$ cat config.mk
export PLATFORM = sky130hd
export DESIGN_NAME = ibex_pmp_csr
export DESIGN_NICKNAME = d
export VERILOG_FILES = /design/src/rtl/ibex_pmp_csr.sv
export SDC_FILE = /design/constraint.sdc
export NUM_CORES = 1
export LEC_CHECK = 0
export ABC_AREA = 1
export CAP_MARGIN = 5
export CORE_MARGIN = 1
export CORE_UTILIZATION = 40
export DETAILED_ROUTE_END_ITERATION = 12
export PLACE_DENSITY = 0.69
export SLEW_MARGIN = 40
export SYNTH_ARGS = -nofsm -noshare
export SYNTH_HDL_FRONTEND = slang
export SYNTH_SLANG_ARGS = --single-unit
$ cat constraint.sdc
create_clock -name clk_i -period 1.81 [get_ports clk_i]
set_input_delay 0.181 -clock clk_i [delete_from_list [all_inputs] [get_ports clk_i]]
set_output_delay 0.181 -clock clk_i [all_outputs]
set_load 0.01 [all_outputs]
$ cat src/rtl/ibex_pmp_csr.sv
// PMP CSR storage: pmpcfg0-3 / pmpaddr0-15 with WARL and lock rules, feeding
// the PMP checker with per-region cfg and 34-bit addresses.
// Optional: define IBEX_PMP_CSR_SHADOW_EN for inverted shadow copies and a
// sticky mismatch alarm; otherwise alarm_o is tied 0.

package ibex_pkg;
    typedef enum logic [1:0] {
        PMP_MODE_OFF   = 2'b00,
        PMP_MODE_TOR   = 2'b01,
        PMP_MODE_NA4   = 2'b10,
        PMP_MODE_NAPOT = 2'b11
    } pmp_cfg_mode_e;

    typedef struct packed {
        logic          lock;
        pmp_cfg_mode_e mode;
        logic          exec;
        logic          write;
        logic          read;
    } pmp_cfg_t;
endpackage

// One PMP entry: cfg byte and raw pmpaddr storage with WARL/lock filtering.
module ibex_pmp_csr_entry
    import ibex_pkg::*;
#(
    parameter int unsigned PMPGranularity = 0
) (
    input  logic        clk_i,
    input  logic        rst_i,
    input  logic        cfg_we_i,
    input  logic [7:0]  cfg_wdata_i,
    input  logic        addr_we_i,
    input  logic [31:0] addr_wdata_i,
    input  logic        addr_lock_i,
    output pmp_cfg_t    cfg_o,
    output logic [31:0] addr_o
`ifdef IBEX_PMP_CSR_SHADOW_EN
    ,
    output logic        mismatch_o
`endif
);
    pmp_cfg_t    cfg_q, cfg_d;
    logic [31:0] addr_q, addr_d;

    // Next-state: a locked entry ignores writes; R=0,W=1 and (G>=1) NA4 are fixed up.
    always_comb begin
        cfg_d  = cfg_q;
        addr_d = addr_q;
        if (cfg_we_i && !cfg_q.lock) begin
            cfg_d.lock  = cfg_wdata_i[7];
            cfg_d.mode  = pmp_cfg_mode_e'(cfg_wdata_i[4:3]);
            if (PMPGranularity >= 1 && cfg_wdata_i[4:3] == 2'b10) begin
                cfg_d.mode = cfg_q.mode;
            end
            cfg_d.exec  = cfg_wdata_i[2];
            cfg_d.write = cfg_wdata_i[1] & cfg_wdata_i[0];
            cfg_d.read  = cfg_wdata_i[0];
        end
        if (addr_we_i && !cfg_q.lock && !addr_lock_i) begin
            addr_d = addr_wdata_i;
        end
    end

    // Primary storage.
    always_ff @(posedge clk_i) begin
        if (rst_i) begin
            cfg_q  <= '0;
            addr_q <= '0;
        end else begin
            cfg_q  <= cfg_d;
            addr_q <= addr_d;
        end
    end

    assign cfg_o  = cfg_q;
    assign addr_o = addr_q;

`ifdef IBEX_PMP_CSR_SHADOW_EN
    logic [5:0]  cfg_sh_q;
    logic [31:0] addr_sh_q;

    // Inverted shadow copies, written alongside the primary registers.
    always_ff @(posedge clk_i) begin
        if (rst_i) begin
            cfg_sh_q  <= '1;
            addr_sh_q <= '1;
        end else begin
            cfg_sh_q  <= ~cfg_d;
            addr_sh_q <= ~addr_d;
        end
    end

    assign mismatch_o = (cfg_q != ~cfg_sh_q) || (addr_q != ~addr_sh_q);
`endif
endmodule

module ibex_pmp_csr
    import ibex_pkg::*;
#(
    parameter int unsigned PMPGranularity = 0,
    parameter int unsigned PMPNumRegions  = 4
) (
    input  logic        clk_i,
    input  logic        rst_i,
    input  logic        csr_req_i,
    output logic        csr_gnt_o,
    input  logic [11:0] csr_addr_i,
    input  logic [1:0]  csr_op_i,
    input  logic [31:0] csr_wdata_i,
    output logic        csr_rvalid_o,
    output logic [31:0] csr_rdata_o,
    output logic        csr_err_o,
    output pmp_cfg_t    csr_pmp_cfg_o  [PMPNumRegions],
    output logic [33:0] csr_pmp_addr_o [PMPNumRegions],
    output logic        alarm_o
);
    localparam int G = int'(PMPGranularity);

    // Readback view of pmpaddr: granule bits forced according to mode.
    function automatic logic [31:0] mask_addr(logic [31:0] a, pmp_cfg_mode_e m);
        logic [31:0] r;
        r = a;
        for (int b = 0; b < 32; b++) begin
            if (G >= 1 && b < G && !m[1]) r[b] = 1'b0;
            if (G >= 2 && b < G - 1 && m == PMP_MODE_NAPOT) r[b] = 1'b1;
        end
        return r;
    endfunction

    pmp_cfg_t    cfg_all  [16];
    logic [31:0] addr_raw [16];
    logic [31:0] addr_rd  [16];
    logic [7:0]  cfg_byte [16];
    logic [15:0] addr_lock;

    logic        is_cfg, is_addr, legal, we;
    logic [31:0] old_val, new_val;

    logic        rvalid_q, err_q;
    logic [31:0] rdata_q;

    assign is_cfg  = (csr_addr_i[11:2] == 10'h0E8);
    assign is_addr = (csr_addr_i[11:4] == 8'h3B);
    assign legal   = is_cfg | is_addr;
    assign we      = csr_req_i && !rst_i && legal &&
                     (csr_op_i == 2'd1 || (csr_op_i[1] && csr_wdata_i != 32'h0));
    assign csr_gnt_o = ~rst_i;

    // Old value of the addressed register (this is also the RMW base).
    always_comb begin
        old_val = 32'h0;
        if (is_cfg) begin
            for (int j = 0; j < 4; j++) begin
                old_val[8*j +: 8] = cfg_byte[{csr_addr_i[1:0], 2'(j)}];
            end
        end else if (is_addr) begin
            old_val = addr_rd[csr_addr_i[3:0]];
        end
    end

    // Read-modify-write operand.
    always_comb begin
        new_val = csr_wdata_i;
        case (csr_op_i)
            2'd2:    new_val = old_val | csr_wdata_i;
            2'd3:    new_val = old_val & ~csr_wdata_i;
            default: new_val = csr_wdata_i;
        endcase
    end

`ifdef IBEX_PMP_CSR_SHADOW_EN
    logic [15:0] mismatch;
`endif

    for (genvar i = 0; i < 16; i++) begin : g_ent
        if (i < PMPNumRegions) begin : g_impl
            ibex_pmp_csr_entry #(.PMPGranularity(PMPGranularity)) u_ent (
                .clk_i        (clk_i),
                .rst_i        (rst_i),
                .cfg_we_i     (we && is_cfg && csr_addr_i[1:0] == 2'(i / 4)),
                .cfg_wdata_i  (new_val[8*(i%4) +: 8]),
                .addr_we_i    (we && is_addr && csr_addr_i[3:0] == 4'(i)),
                .addr_wdata_i (new_val),
                .addr_lock_i  (addr_lock[i]),
                .cfg_o        (cfg_all[i]),
                .addr_o       (addr_raw[i])
`ifdef IBEX_PMP_CSR_SHADOW_EN
                ,
                .mismatch_o   (mismatch[i])
`endif
            );
        end else begin : g_none
            assign cfg_all[i]  = '0;
            assign addr_raw[i] = '0;
`ifdef IBEX_PMP_CSR_SHADOW_EN
            assign mismatch[i] = 1'b0;
`endif
        end

        // A TOR region above locks this entry's address as its lower bound.
        if (i < 15) begin : g_lk
            assign addr_lock[i] = cfg_all[i+1].lock && cfg_all[i+1].mode == PMP_MODE_TOR;
        end else begin : g_lk_top
            assign addr_lock[i] = 1'b0;
        end

        assign cfg_byte[i] = {cfg_all[i].lock, 2'b00, cfg_all[i].mode,
                              cfg_all[i].exec, cfg_all[i].write, cfg_all[i].read};
        assign addr_rd[i]  = mask_addr(addr_raw[i], cfg_all[i].mode);
    end

    for (genvar i = 0; i < PMPNumRegions; i++) begin : g_out
        assign csr_pmp_cfg_o[i]  = cfg_all[i];
        assign csr_pmp_addr_o[i] = {addr_rd[i], 2'b00};
    end

    // Single-cycle response: old value, or 0 with err for unknown CSRs.
    always_ff @(posedge clk_i) begin
        if (rst_i) begin
            rvalid_q <= 1'b0;
            rdata_q  <= 32'h0;
            err_q    <= 1'b0;
        end else begin
            rvalid_q <= csr_req_i;
            rdata_q  <= (csr_req_i && legal) ? old_val : 32'h0;
            err_q    <= csr_req_i && !legal;
        end
    end

    assign csr_rvalid_o = rvalid_q;
    assign csr_rdata_o  = rdata_q;
    assign csr_err_o    = err_q;

`ifdef IBEX_PMP_CSR_SHADOW_EN
    logic alarm_q;

    // Sticky alarm: any primary/shadow disagreement holds until reset.
    always_ff @(posedge clk_i) begin
        if (rst_i) alarm_q <= 1'b0;
        else       alarm_q <= alarm_q | (|mismatch);
    end

    assign alarm_o = alarm_q;
`else
    assign alarm_o = 1'b0;
`endif
endmodule

; Word level (Yosys, flattened, before mapping)
; Index checks and enable logic that the tools add are counted.
[classes]
order_cmp = 5
bitwise = 15
eq_ne = 11
n_mux = 18
n_reduce_logical = 41
[op_table]
columns = cell, count
row1 = 32-bit binary-select mux with 4-bit select, 1
row2 = 8-bit binary-select mux with 4-bit select, 4
row3 = 32-bit 2-to-1 mux, 4
row4 = 8-bit 2-to-1 mux, 8
row5 = 32-bit case mux with 2 select lines, 1
row6 = 32-bit AND, 1
row7 = 32-bit NOT, 1
row8 = 32-bit OR, 1
row9 = 32-bit nonzero test, 1
row10 = 1-bit logical AND, 27
row11 = 5-bit >= comparator (second input constant), 5
row12 = 4-bit NOT with 5-bit output, 5
row13 = 10-bit by 8-bit == test with 1-bit output (second input constant), 1
row14 = 1-bit zero test, 9
row15 = 2-bit by 1-bit == test with 1-bit output (second input constant), 4
row16 = 4-bit by 2-bit == test with 1-bit output (second input constant), 2
row17 = 8-bit by 6-bit == test with 1-bit output (second input constant), 1
row18 = 1-bit AND, 4
row19 = 2-bit == test (second input constant), 2
row20 = 4-bit by 1-bit == test with 1-bit output (second input constant), 1
row21 = 4-bit zero test, 1
row22 = 2-bit zero test, 1
row23 = 1-bit NOT, 2
row24 = 2-bit OR reduction, 1
row25 = 2 further kinds, 2
[word_totals]
word_cells = 117
reg_bits = 186
in_bits = 49

; Logic depth before layout (Yosys ltp)
[depth]
ltp_word = 9
depth_mapped = 14
depth_no_buf = 12

; Modules after synthesis
; A second synthesis with hierarchy kept.
[hier_totals]
cells_unflattened = 1506
hier_area_um2 = 9263.9
[by_module_without_submodules]
columns = module, area_each_um2, seq_area_each_um2, cells_per_inst, instances
row1 = ibex_pmp_csr_entry, 1537.7, 760.7, 230, 4
row2 = ibex_pmp_csr, 3113.0, 680.7, 586, 1

; Worst setup path after synthesis
; OpenSTA, ideal clock, no wires.
[synth_timing]
path_kind = input to register
start = input port csr_addr_i[6]
end = register g_ent[0].g_impl.u_ent.addr_q[11]
slack_ns = 0.219
n_path_buf = 2
stages = 13
t_required_ns = 1.696
arrival_time_ns = 1.477
path_cell_list = inv_1 > nand2_1 > nor2_2 > nand2_1 > nand2_1 > nand2_2 > nor2_2 > and2_1 > buf_4 > nand3_4 > buf_2 > nor2_1 > nor2_1
[synth_between]
elab_chain_cells = 8
elab_cells_between_ends = 14
[synth_rtl]
columns = element, line_no
row1 = "start, declared", 108  ; input logic [11:0] csr_addr_i,
row2 = "parallel branches: the longest is 8 deep, another holds 32-bit 2-to-1 mux", n/a
row3 = "end signal, assigned", 72  ; addr_q <= addr_d;
row4 = "end, declared", 44  ; logic [31:0] addr_q, addr_d;
; Parallel ways; which one is timed is not known.
; A chain may end at the register's enable or synchronous reset.

; Worst setup path in the final report
[layout_timing]
start = input port rst_i
end = output port csr_gnt_o
[layout_between]
elab_chain_cells = 1
[layout_rtl]
columns = element, line_no
row1 = "start, declared", 105  ; input logic rst_i,
row2 = 1-bit NOT, 148  ; assign csr_gnt_o = ~rst_i;
row3 = "end, declared", 107  ; output logic csr_gnt_o,
; No other way between the ends.

==> impl_metrics.py <==
metrics = {
    "grt": {
        "grt_overflow_total": 0,
        "grt_pass1_vias": 8976,
        "grt_usage_pct": 28.9,
        "grt_max_degree": 79,
        "grt_pass1_wl_mm": 48.8,
        "antenna_found_initial": 1,
    },
    "pwr": {
        "p_per_area_nw_per_um2": 644,
        "power_mw": 8.79,
        "p_leak_nw": 6.70,
        "ir_drop_mv": 0.546,
    },
    "setup_path": {
        "path_cells": "clkdlybuf4s50_1 > buf_4 > inv_4 > clkdlybuf4s50_1",
        "start_kind": "primary input",
        "crit_path_frequent_cell": "clkdlybuf4s50_1",
        "critPathMaxFanout": 14,
        "crit_arrival_ns": 1.55,
        "slowest_delay_ns": 0.53,
        "criticalPathCategory": "in -> out",
        "endpoint_kind": "output pin",
        "required_ns": 1.63,
        "cp_slowest_cell": "clkdlybuf4s50_1",
        "critical-path-top-delay-family": "buffers and inverters",
        "critical_path_buf_inv_count": 4,
    },
    "job": {
        "maxCapViolCount": 0,
    },
    "detailed_routing": {
        "drt-vias-per-instance": 4.97,
        "drt_iter0_drc": 993,
        "drc": 0,
        "wire_per_inst_um": 16.8,
        "vias": 10200,
        "ant_nets": 0,
        "first_pass_iters": 5,
        "totalWireLength_mm": 34.5,
    },
    "timing": {
        "skew_ns": 0.0184,
        "setup_slack_ns": 0.0812,
        "worstMarginPinSlew_ns": 0.659,
        "setup_viol": 0,
        "setup-tns-final_ns": 0,
        "slew_headroom_pct": 55.6,
        "rsz0062_at_grt": "false",
        "fmax_ghz": 0.578,
        "period_needed_ns": 1.73,
        "finalCritPeriodShare_pct": 95.5,
        "final_hold_viol_count": 0,
        "final_max_slew_viol_count": 0,
    },
    "clocking": {
        "clk_latency_ns": 0.45,
        "cts-root-buf": "clkbuf_16",
        "cts.clk_slew.worst_paths_ns": 0.08,
        "numCtsBuffers": 17,
        "tritoncts": "yes",
        "cts_num_sinks": 186,
        "htreeDepth": 4,
        "cts_max_path_buffers": 2,
    },
    "logic_synthesis": {
        "async_flop_share_pct": 0,
        "synth-main-ff-cell": "dfxtp_1",
        "synth_cells": 1399,
        "synth.yosys.seq_area_share_pct": 42.1,
        "ys_ff_latch": 186,
        "synth_warnings": 0,
        "synth-edff-count": 0,
        "syn_area_um2": 8840,
        "synthDistinctLibCells": 29,
        "post_synth.cell_area_avg_um2": 6.32,
    },
    "floorplanning": {
        "fp.dieH_um": 151,
        "io_pins": 245,
        "die_w_um": 151,
        "core_um2": 21800,
        "rows": 54,
        "die_area_um2": 22700,
        "start_util_pct": 40.6,
    },
    "status": {
        "status": "finished clean",
    },
    "final_layout": {
        "fin_nets": 1810,
        "multiInputGateArea_um2": 4190,
        "drive_gt1_share_pct": 14.5,
        "utilization_pct": 62.7,
        "area_delta_synth_final_pct": 54.4,
        "fillCellCount": 1977,
        "seqCellArea_um2": 3720,
    },
    "min_path": {
        "min_path_type": "in -> reg",
    },
    "placement": {
        "dp_hpwl_mm": 24.3,
        "preCtsSetupSlack_ns": -0.826,
        "port_buffers": 235,
        "place_congestion": 0.911,
    },
}
[through the flow]
| stage | cell area, um2 | hold slack [ns] | cells |
|---|---|---|---|
| after floorplan | 8870 | 0.250 | 1407 |
| final | 13600 | 0.231 | 2055 |
| after global placement | 12500 | 0.479 | 2004 |
| after global routing | 13600 | 0.263 | 2055 |
| after detailed placement | 12500 | 0.485 | 2004 |
| after CTS | 13200 | 0.325 | 2036 |
[cells in the final DEF (no fill, tap or decap), types with 4 or more instances in the layout]
cell type and n:
nand3_4 4, conb_1 9, buf_4 139, clkdlybuf4s50_1 208, o21ai_1 17, dfxtp_1 186, o22ai_1 36, o21ai_2 5
inv_1 171, o21ai_0 50, nor2_1 344, inv_2 4, nand2_2 11, o31ai_2 4, nand2_4 5, nand3_1 16
dlymetal6s2s_1 27, clkbuf_16 22, nand2_1 413, nor2_4 5, a21oi_1 27, nor2_2 6, buf_6 8, buf_12 20
[cell families (layout without fill, tap and decap cells)]
| group | count (synthesis) | in the layout | synth area share (%) |
|---|---|---|---|
| and+or+nand+nor | 813 | 814 | 35.8 |
| AOI/OAI and AO/OA | 147 | 147 | 9.41 |
| DFF | 186 | 186 | 42.1 |
| other | 1 | 10 | 0.0424 |
| buffers and inverters | 252 | 618 | 12.6 |
[worst min-delay path: cells and delay by family]
family                 cells  cell delay [ns]
and+or+nand+nor            2             0.14
buffers and inverters      2             0.25
AOI/OAI and AO/OA          1             0.07
[sequential cells by signal (all words and copies together), names as in the netlist]
signal                     flops
csr_err_o                      1
csr_rvalid_o                   1
csr_rdata_o                   32
g_ent.g_impl.u_ent.addr_o    128
g_ent.g_impl.u_ent.cfg_o      24
[cells in the mapped netlist (5+ instances only)]
master    instances  area share [%]
clkbuf_1         18            0.76
buf_2            33             1.9
nand2_1         428              18
dfxtp_1         186              42
a21oi_1          27             1.5
buf_4            10            0.85
o31ai_2           5            0.71
o22ai_1          36             2.5
nor2_1          352              15
o21ai_0          72             4.1
buf_6            12             1.5
nand3_1          17            0.96
inv_1           175             7.4
[final cells by class]
class,instances,share of cell area (%)
antenna,1,0.0183
tap,280,2.57
multi-input combinational,970,30.7
inverter,178,4.93
clock inverter,12,1.19
timing repair buffer,408,29.9
sequential,186,27.3
clock buffer,20,3.35
[per-layer routing]
metal | GRT usage, % | vias to the layer above | wire length, um
li1 | - | 4932 | -
met1 | 38.2 | 4640 | 14500
met2 | 44.8 | 558 | 15000
met3 | 7.97 | 84 | 3850
met4 | 10.4 | 0 | 1090
met5 | 0 | - | 0
[power breakdown]
part / switching (mW) / internal, mW / leakage (nW)
registers: 0.000634 / 4.09 / 1.50
clock network: 1.72 / 2.27 / 0.298
logic: 0.422 / 0.292 / 4.90
[worst paths after layout]
kind | startpoint | end | slack, ns | cells past startpoint
worst max register to register | g_ent[2].g_impl.u_ent.cfg_o[5]$_SDFFE_PP0P_ | g_ent[2].g_impl.u_ent.addr_o[0]$_SDFFE_PP0P_ | 0.15 | 9
worst min register to register | g_ent[3].g_impl.u_ent.cfg_o[0]$_SDFFE_PP0P_ | g_ent[3].g_impl.u_ent.cfg_o[0]$_SDFFE_PP0P_ | 0.49 | 2
worst max-delay path | rst_i | csr_gnt_o | 0.08 | 4
worst min-delay path | csr_wdata_i[13] | g_ent[2].g_impl.u_ent.addr_o[13]$_SDFFE_PP0P_ | 0.23 | 5
[repair_timing]
| action | in CTS | in global routing |
|---|---|---|
| gates resized for setup | 31 | 71 |
| setup endpoints to repair | 146 | 152 |
| pin swaps | 3 | 25 |
| hold endpoints to repair | 0 | 0 |
| hold buffers | 0 | 0 |
| buffers inserted | 0 | 8 |
| gates cloned | 0 | 10 |
Power figures use the tool's default switching activity.
==> RTL edit 1, RTL diff (config.mk and constraints unchanged) <==
Put one more register stage on the output `csr_err_o`, with the module's reset. The value now appears one clock later. The other outputs are not delayed to match.
--- a/src/rtl/ibex_pmp_csr.sv
+++ b/src/rtl/ibex_pmp_csr.sv
@@ -232,3 +232,9 @@
     assign csr_rdata_o  = rdata_q;
-    assign csr_err_o    = err_q;
+    always_ff @(posedge clk_i) begin
+        if (rst_i) begin
+            csr_err_o <= '0;
+        end else begin
+            csr_err_o <= err_q;
+        end
+    end
 
Function: changed (Yosys sat finds a counterexample within 4 cycles, from zero or initial values and one cycle with rst_i high).
==> RTL edit 1 against the unedited design <==
Register-to-register slack worse by 0.02 ns. Sequential cell count rose by 1. Count of clock-buffer cells in the layout increased by 3. Cell area is 0.28% higher. Routed wire length is 0.18% lower. Area after synthesis barely moved. Setup slack worse by 0.064 ns. Total power shrank 5.4%. Highest routed layer unchanged.
==> RTL edit 1: results (changes against the unedited design) <==
----------------------------------------------------
[Global route]
  Global-route wire length before repair ... 49700 um (+1.7%)
  Overall track demand over capacity in global routing ... 29.2% (+0.29 points)
  Antenna violations before repair ... 1 (unchanged)
  Largest net degree at the start of global routing ... 69 (-13%)
  Vias in the first global route ... 9250 (+3.1%)

[Final layout]
  Max FFs per register ... 128 (unchanged)
  Fill cell total of the finished layout ... 1938 (-2.0%)
  # nets final ... 1827 (+0.94%)
  Share of final-layout standard cells stronger than drive strength 1 ... 15.4% (+0.88 points)

[Yosys]
  Total of warnings raised by yosys ... 0 (unchanged)
  Sequential cell area fraction in the yosys report ... 42.3% (+0.18 points)
  Cell types with the largest area share after synthesis ... dfxtp_1 (42%), nand2_1 (18%), nor2_1 (15%), inv_1 (7.4%), o21ai_0 (3.8%)
  Leading post-synthesis cells by instance count ... nand2_1 (428), nor2_1 (353), dfxtp_1 (187)
  Share of flip-flops with an asynchronous set or reset ... 0% (unchanged)
  Number of distinct library cells after synthesis ... 29 (unchanged)

[Clock network]
  Maximum clock path buffer count ... 2 (unchanged)
  Clock-pin transition on the worst setup and hold timing paths ... 0.07 ns
  Root Buffer Master ... clkbuf_16
  Clock latency at the later pin of the worst-skew pair ... 0.45 ns (about the same)

[Critical path]
  Kind of cell adding the most delay to the critical path ... simple AND/OR/NAND/NOR gates
  Critical path fanouts, max ... 17 (+3)
  Highest cell delay on the worst timing path ... 0.45 ns (-0.08 ns)
  Slowest cell on crit path ... clkdlybuf4s50_1
  Crit path arrival time ... 2.17 ns (+0.62 ns)

[Placed design]
  RD Place Congestion ... 0.915 (+0.49%)
  Detailed Place HPWL ... 24800 um (+2.1%)
  Total of buffers placed on input and output ports ... 235 (unchanged)

[Drt]
  Post-Route M1 WL ... 14500 um (-0.19%)
  Detail Route met2 WL ... 15500 um (+3.2%)
  WL per Instance ... 16.6 um (-0.90%)
  Highest metal layer with signal wires ... met4
  Per-cell via count in the routed design ... 4.94 (-0.62%)
  First DRT Iteration DRCs ... 784 (-21%)
  Detailed route wirelength on metal3 ... 3660 um (-5.2%)

[STA]
  Worst clock skew ... 0.0110 ns (-0.00739 ns)
  Hold Fails Final Rpt ... 0 (unchanged)
  Final TNS setup ... 0 ns (unchanged)

[Hold path]
  Class of the most critical hold timing path ... primary input to flop

[Outcome]
  Outcome ... completed

[Pwr]
  Total leakage power ... 6.63 nW (-1.1%)
  Maximum resistive drop on vdd ... 0.000656 V (+20%)

----------------------------------------------------
RTL edit 1: tightest hold or removal path, delay by kind of cell:
family	cells	cell delay, ns
compound gates	1	0.12
simple gates	2	0.14
buf+inv	1	0.17
RTL edit 1: where the power goes:
part           switching (mW)  internal [mW]  total [mW]
registers            0.000642           4.12        4.12
logic                   0.423          0.302       0.725
clock network            1.63           1.84        3.47
total                    2.05           6.26        8.31
RTL edit 1: stage by stage:
step | worst slack, ns | instance area [um2] | std cells | hold WS, ns | utilization (%)
CTS | 0.0260 | 13300 | 2054 | 0.314 | 61.1
floorplan | 0.235 | 8880 | 1411 | 0.324 | -
detailed placement | -0.812 | 12700 | 2022 | 0.416 | 58.4
finish | 0.0174 | 13700 | 2070 | 0.217 | 62.9
global placement | -0.792 | 12700 | 2022 | 0.393 | 58.4
global route | -0.0342 | 13700 | 2069 | 0.211 | 62.9
RTL edit 1: cell type report:
class,count,area (um2),area share (%)
diodes,1,2.50,0.0183
well taps,280,350,2.56
repair buffers,423,4210,30.7
flip-flops and latches,187,3740,27.4
clock inverters,7,43.8,0.320
multi-input cells,970,4180,30.6
clock buffers,23,478,3.49
inverters,179,681,4.97
RTL edit 1: path summary, 6_finish.rpt:
check	cells after the start	slack, ns	endpoint	startpoint
setup reg to reg	8	0.13	g_ent[2].g_impl.u_ent.addr_o[22]	g_ent[2].g_impl.u_ent.cfg_o[5]
setup / recovery	12	0.02	g_ent[1].g_impl.u_ent.cfg_o[2]	csr_addr_i[11]
hold reg to reg	2	0.42	csr_err_o	err_q
hold / removal	4	0.22	g_ent[3].g_impl.u_ent.addr_o[21]	csr_wdata_i[21]
RTL edit 1: timing repair:
action / CTS / global route
setup buffers: 2 / 8
setup endpoints to repair: 149 / 151
resized for setup: 32 / 60
pin swaps: 4 / 16
gates cloned: 0 / 7
RTL edit 1: logic make-up (layout without fill, tap and decap cells):
family                 Yosys count  in the layout  synth area share [%]
AO/OA/AOI/OAI                  147            147                  9.23
AND/OR/NAND/NOR                814            814                  35.8
flip-flops                     187            187                  42.3
buffers and inverters          254            632                  12.6
other                            1             10                0.0424
RTL edit 1: per-layer routing:
| metal | vias up | GRT usage (%) |
|---|---|---|
| met5 | - | 0 |
| met4 | 0 | 9.45 |
| met3 | 60 | 8.18 |
| met2 | 534 | 46.0 |
| met1 | 4660 | 38.2 |
| li1 | 4971 | - |
==> RTL edit 2, RTL diff (config.mk and constraints unchanged) <==
Made on the original files. The parameter `PMPNumRegions` goes from 4 to 2.
--- a/src/rtl/ibex_pmp_csr.sv
+++ b/src/rtl/ibex_pmp_csr.sv
@@ -101,3 +101,3 @@
     parameter int unsigned PMPGranularity = 0,
-    parameter int unsigned PMPNumRegions  = 4
+    parameter int unsigned PMPNumRegions  = 2
 ) (
Ports: changed (resized csr_pmp_addr_o and csr_pmp_cfg_o); port bits go from 245 to 165. The function was not compared with the original's and may differ.
==> RTL edit 2 against the unedited design <==
Setup slack worse by 0.064 ns. Sequential cell count down 76. Cell area is 38% lower. Routed wire length fell by 45%. Count of clock-buffer cells in the layout shrank 7. Area after synthesis down 41%. Core utilization grew 3.7 points. Die area is 41% lower. Total power fell by 42%. Register-to-register slack improved by 0.07 ns. Fmax shrank 3.6%. Via count fell by 40%. Combinational power is 32% lower. Critical endpoint is now g_ent[0].g_impl.u_ent.addr_o[21]. Largest cell class is now non-clock buffers. Largest power group unchanged.
==> RTL edit 2: results (changes against the unedited design) <==
----------------------------------------------------
[Outcome]
  Outcome ... completed

[Global route]
  Antenna violations before repair ... 0 (-1)
  Overall track demand over capacity in global routing ... 26.6% (-2.3 points)
  Global-route wire length before repair ... 27300 um (-44%)
  Vias in the first global route ... 5393 (-40%)
  Largest net degree at the start of global routing ... 49 (-38%)

[Yosys]
  Cell types with the largest area share after synthesis ... dfxtp_1 (42%), nand2_1 (17%), nor2_1 (15%), inv_1 (7.2%), o22ai_1 (4.3%)
  Number of distinct library cells after synthesis ... 31 (+6.9%)
  Sequential cell area fraction in the yosys report ... 42.2% (+0.097 points)
  Leading post-synthesis cells by instance count ... nand2_1 (239), nor2_1 (205), dfxtp_1 (110)
  Fraction of the mapped netlist area in compound gates ... 9.62% (+0.21 points)

[Clock network]
  Clock latency at the later pin of the worst-skew pair ... 0.36 ns (-0.09 ns)
  TritonCTS buffer count ... 9 (-8)
  Maximum clock path buffer count ... 2 (unchanged)

[Drt]
  Per-cell via count in the routed design ... 4.86 (-2.1%)
  Final WL ... 18900 um (-45%)
  First DRT Iteration DRCs ... 587 (-41%)

[Final layout]
  N_diodes ... 0 (-1)
  Share of final-layout standard cells stronger than drive strength 1 ... 17.6% (+3.1 points)
  Max FFs per register ... 64 (-50%)
  # nets final ... 1128 (-38%)

[Critical path]
  Worst reg2reg path depth ... 8 (-1)
  Critical path fanouts, max ... 12 (-2)
  Kind of cell adding the most delay to the critical path ... simple AND/OR/NAND/NOR gates
  Highest cell delay on the worst timing path ... 0.48 ns (-0.05 ns)
  Crit path arrival time ... 2.04 ns (+0.49 ns)

[Placed design]
  DP Area ... 7710 um2 (-38%)
  RD Place Congestion ... 0.901 (-1.1%)
  Detailed Place HPWL ... 12900 um (-47%)
  Total of buffers placed on input and output ports ... 159 (-32%)

[Hold path]
  Number of cells on the worst hold path ... 4 (-1)

[Pwr]
  Maximum resistive drop on vdd ... 0.000394 V (-28%)
  Total leakage power ... 4.01 nW (-40%)
  Internal power summed over all cells ... 3.97 mW (-40%)

[Floorplan]
  Area of the die ... 13500 um2 (-41%)

[STA]
  Worst clock skew ... 0.0118 ns (-0.00667 ns)

----------------------------------------------------
## RTL edit 2: tightest hold or removal path: cells and delay by family
family | cells | cell delay [ns]
AO/OA/AOI/OAI | 1 | 0.13
buffers and inverters | 1 | 0.15
AND/OR/NAND/NOR | 2 | 0.16
## RTL edit 2: metal layers
layer  up-vias  GRT usage [%]  routed length, um
met5         -              0                  0
met2       315           43.8               8820
met3        34           2.75               1360
met4         0           9.91                440
li1       3014              -                  -
met1      2746           35.9               8260
## RTL edit 2: power by group through the flow
stage          combinational, mW  clock [mW]  sequential, mW
2_1_floorplan              0.181           0            2.48
3_3_place_gp               0.463           0            2.48
3_5_place_dp               0.464           0            2.48
4_1_cts                    0.466        2.25            2.42
5_1_grt                    0.523        2.34            2.42
6_report                   0.486        2.23            2.42
## RTL edit 2: kinds of logic (layout without fill, tap and decap cells)
group / Yosys count / in the layout
AOI/OAI and AO/OA: 83 / 83
and+or+nand+nor: 477 / 477
DFF: 110 / 110
other: 1 / 5
buffers and inverters: 149 / 409
## RTL edit 2: final cells by class
cell class                 instances  area [um2]
clock inverter                     3        65.1
fill                            1108        4260
clock buffer                      13         270
sequential                       110        2200
tap                              172         215
multi-input combinational        565        2520
timing repair buffer             284        2730
inverter                         109         409
## RTL edit 2: worst paths after layout
| check | start | endpoint | slack, ns |
|---|---|---|---|
| worst min-delay path | csr_wdata_i[5] | g_ent[1].g_impl.u_ent.addr_o[5] | 0.29 |
| worst max register to register | g_ent[0].g_impl.u_ent.cfg_o[5] | g_ent[0].g_impl.u_ent.addr_o[21] | 0.22 |
| worst max-delay path | csr_addr_i[5] | g_ent[0].g_impl.u_ent.addr_o[21] | 0.02 |
| worst min register to register | g_ent[1].g_impl.u_ent.cfg_o[0] | g_ent[1].g_impl.u_ent.cfg_o[0] | 0.51 |
## RTL edit 2: through the flow
stage	hold slack [ns]	util [%]	setup slack, ns	instances
floorplan	0.321	-	0.366	824
global placement	0.492	60.9	-0.257	1225
detailed placement	0.500	60.9	-0.263	1225
CTS	0.411	63.5	0.0936	1241
global route	0.312	66.4	-0.103	1256
finish	0.286	66.4	0.0174	1256
## RTL edit 2: timing repair
| action | 4_1_cts | 5_1_grt |
|---|---|---|
| gates resized for setup | 0 | 63 |
| buffers inserted | 0 | 10 |
| hold buffers | 0 | 0 |
| setup endpoints to repair | 0 | 69 |
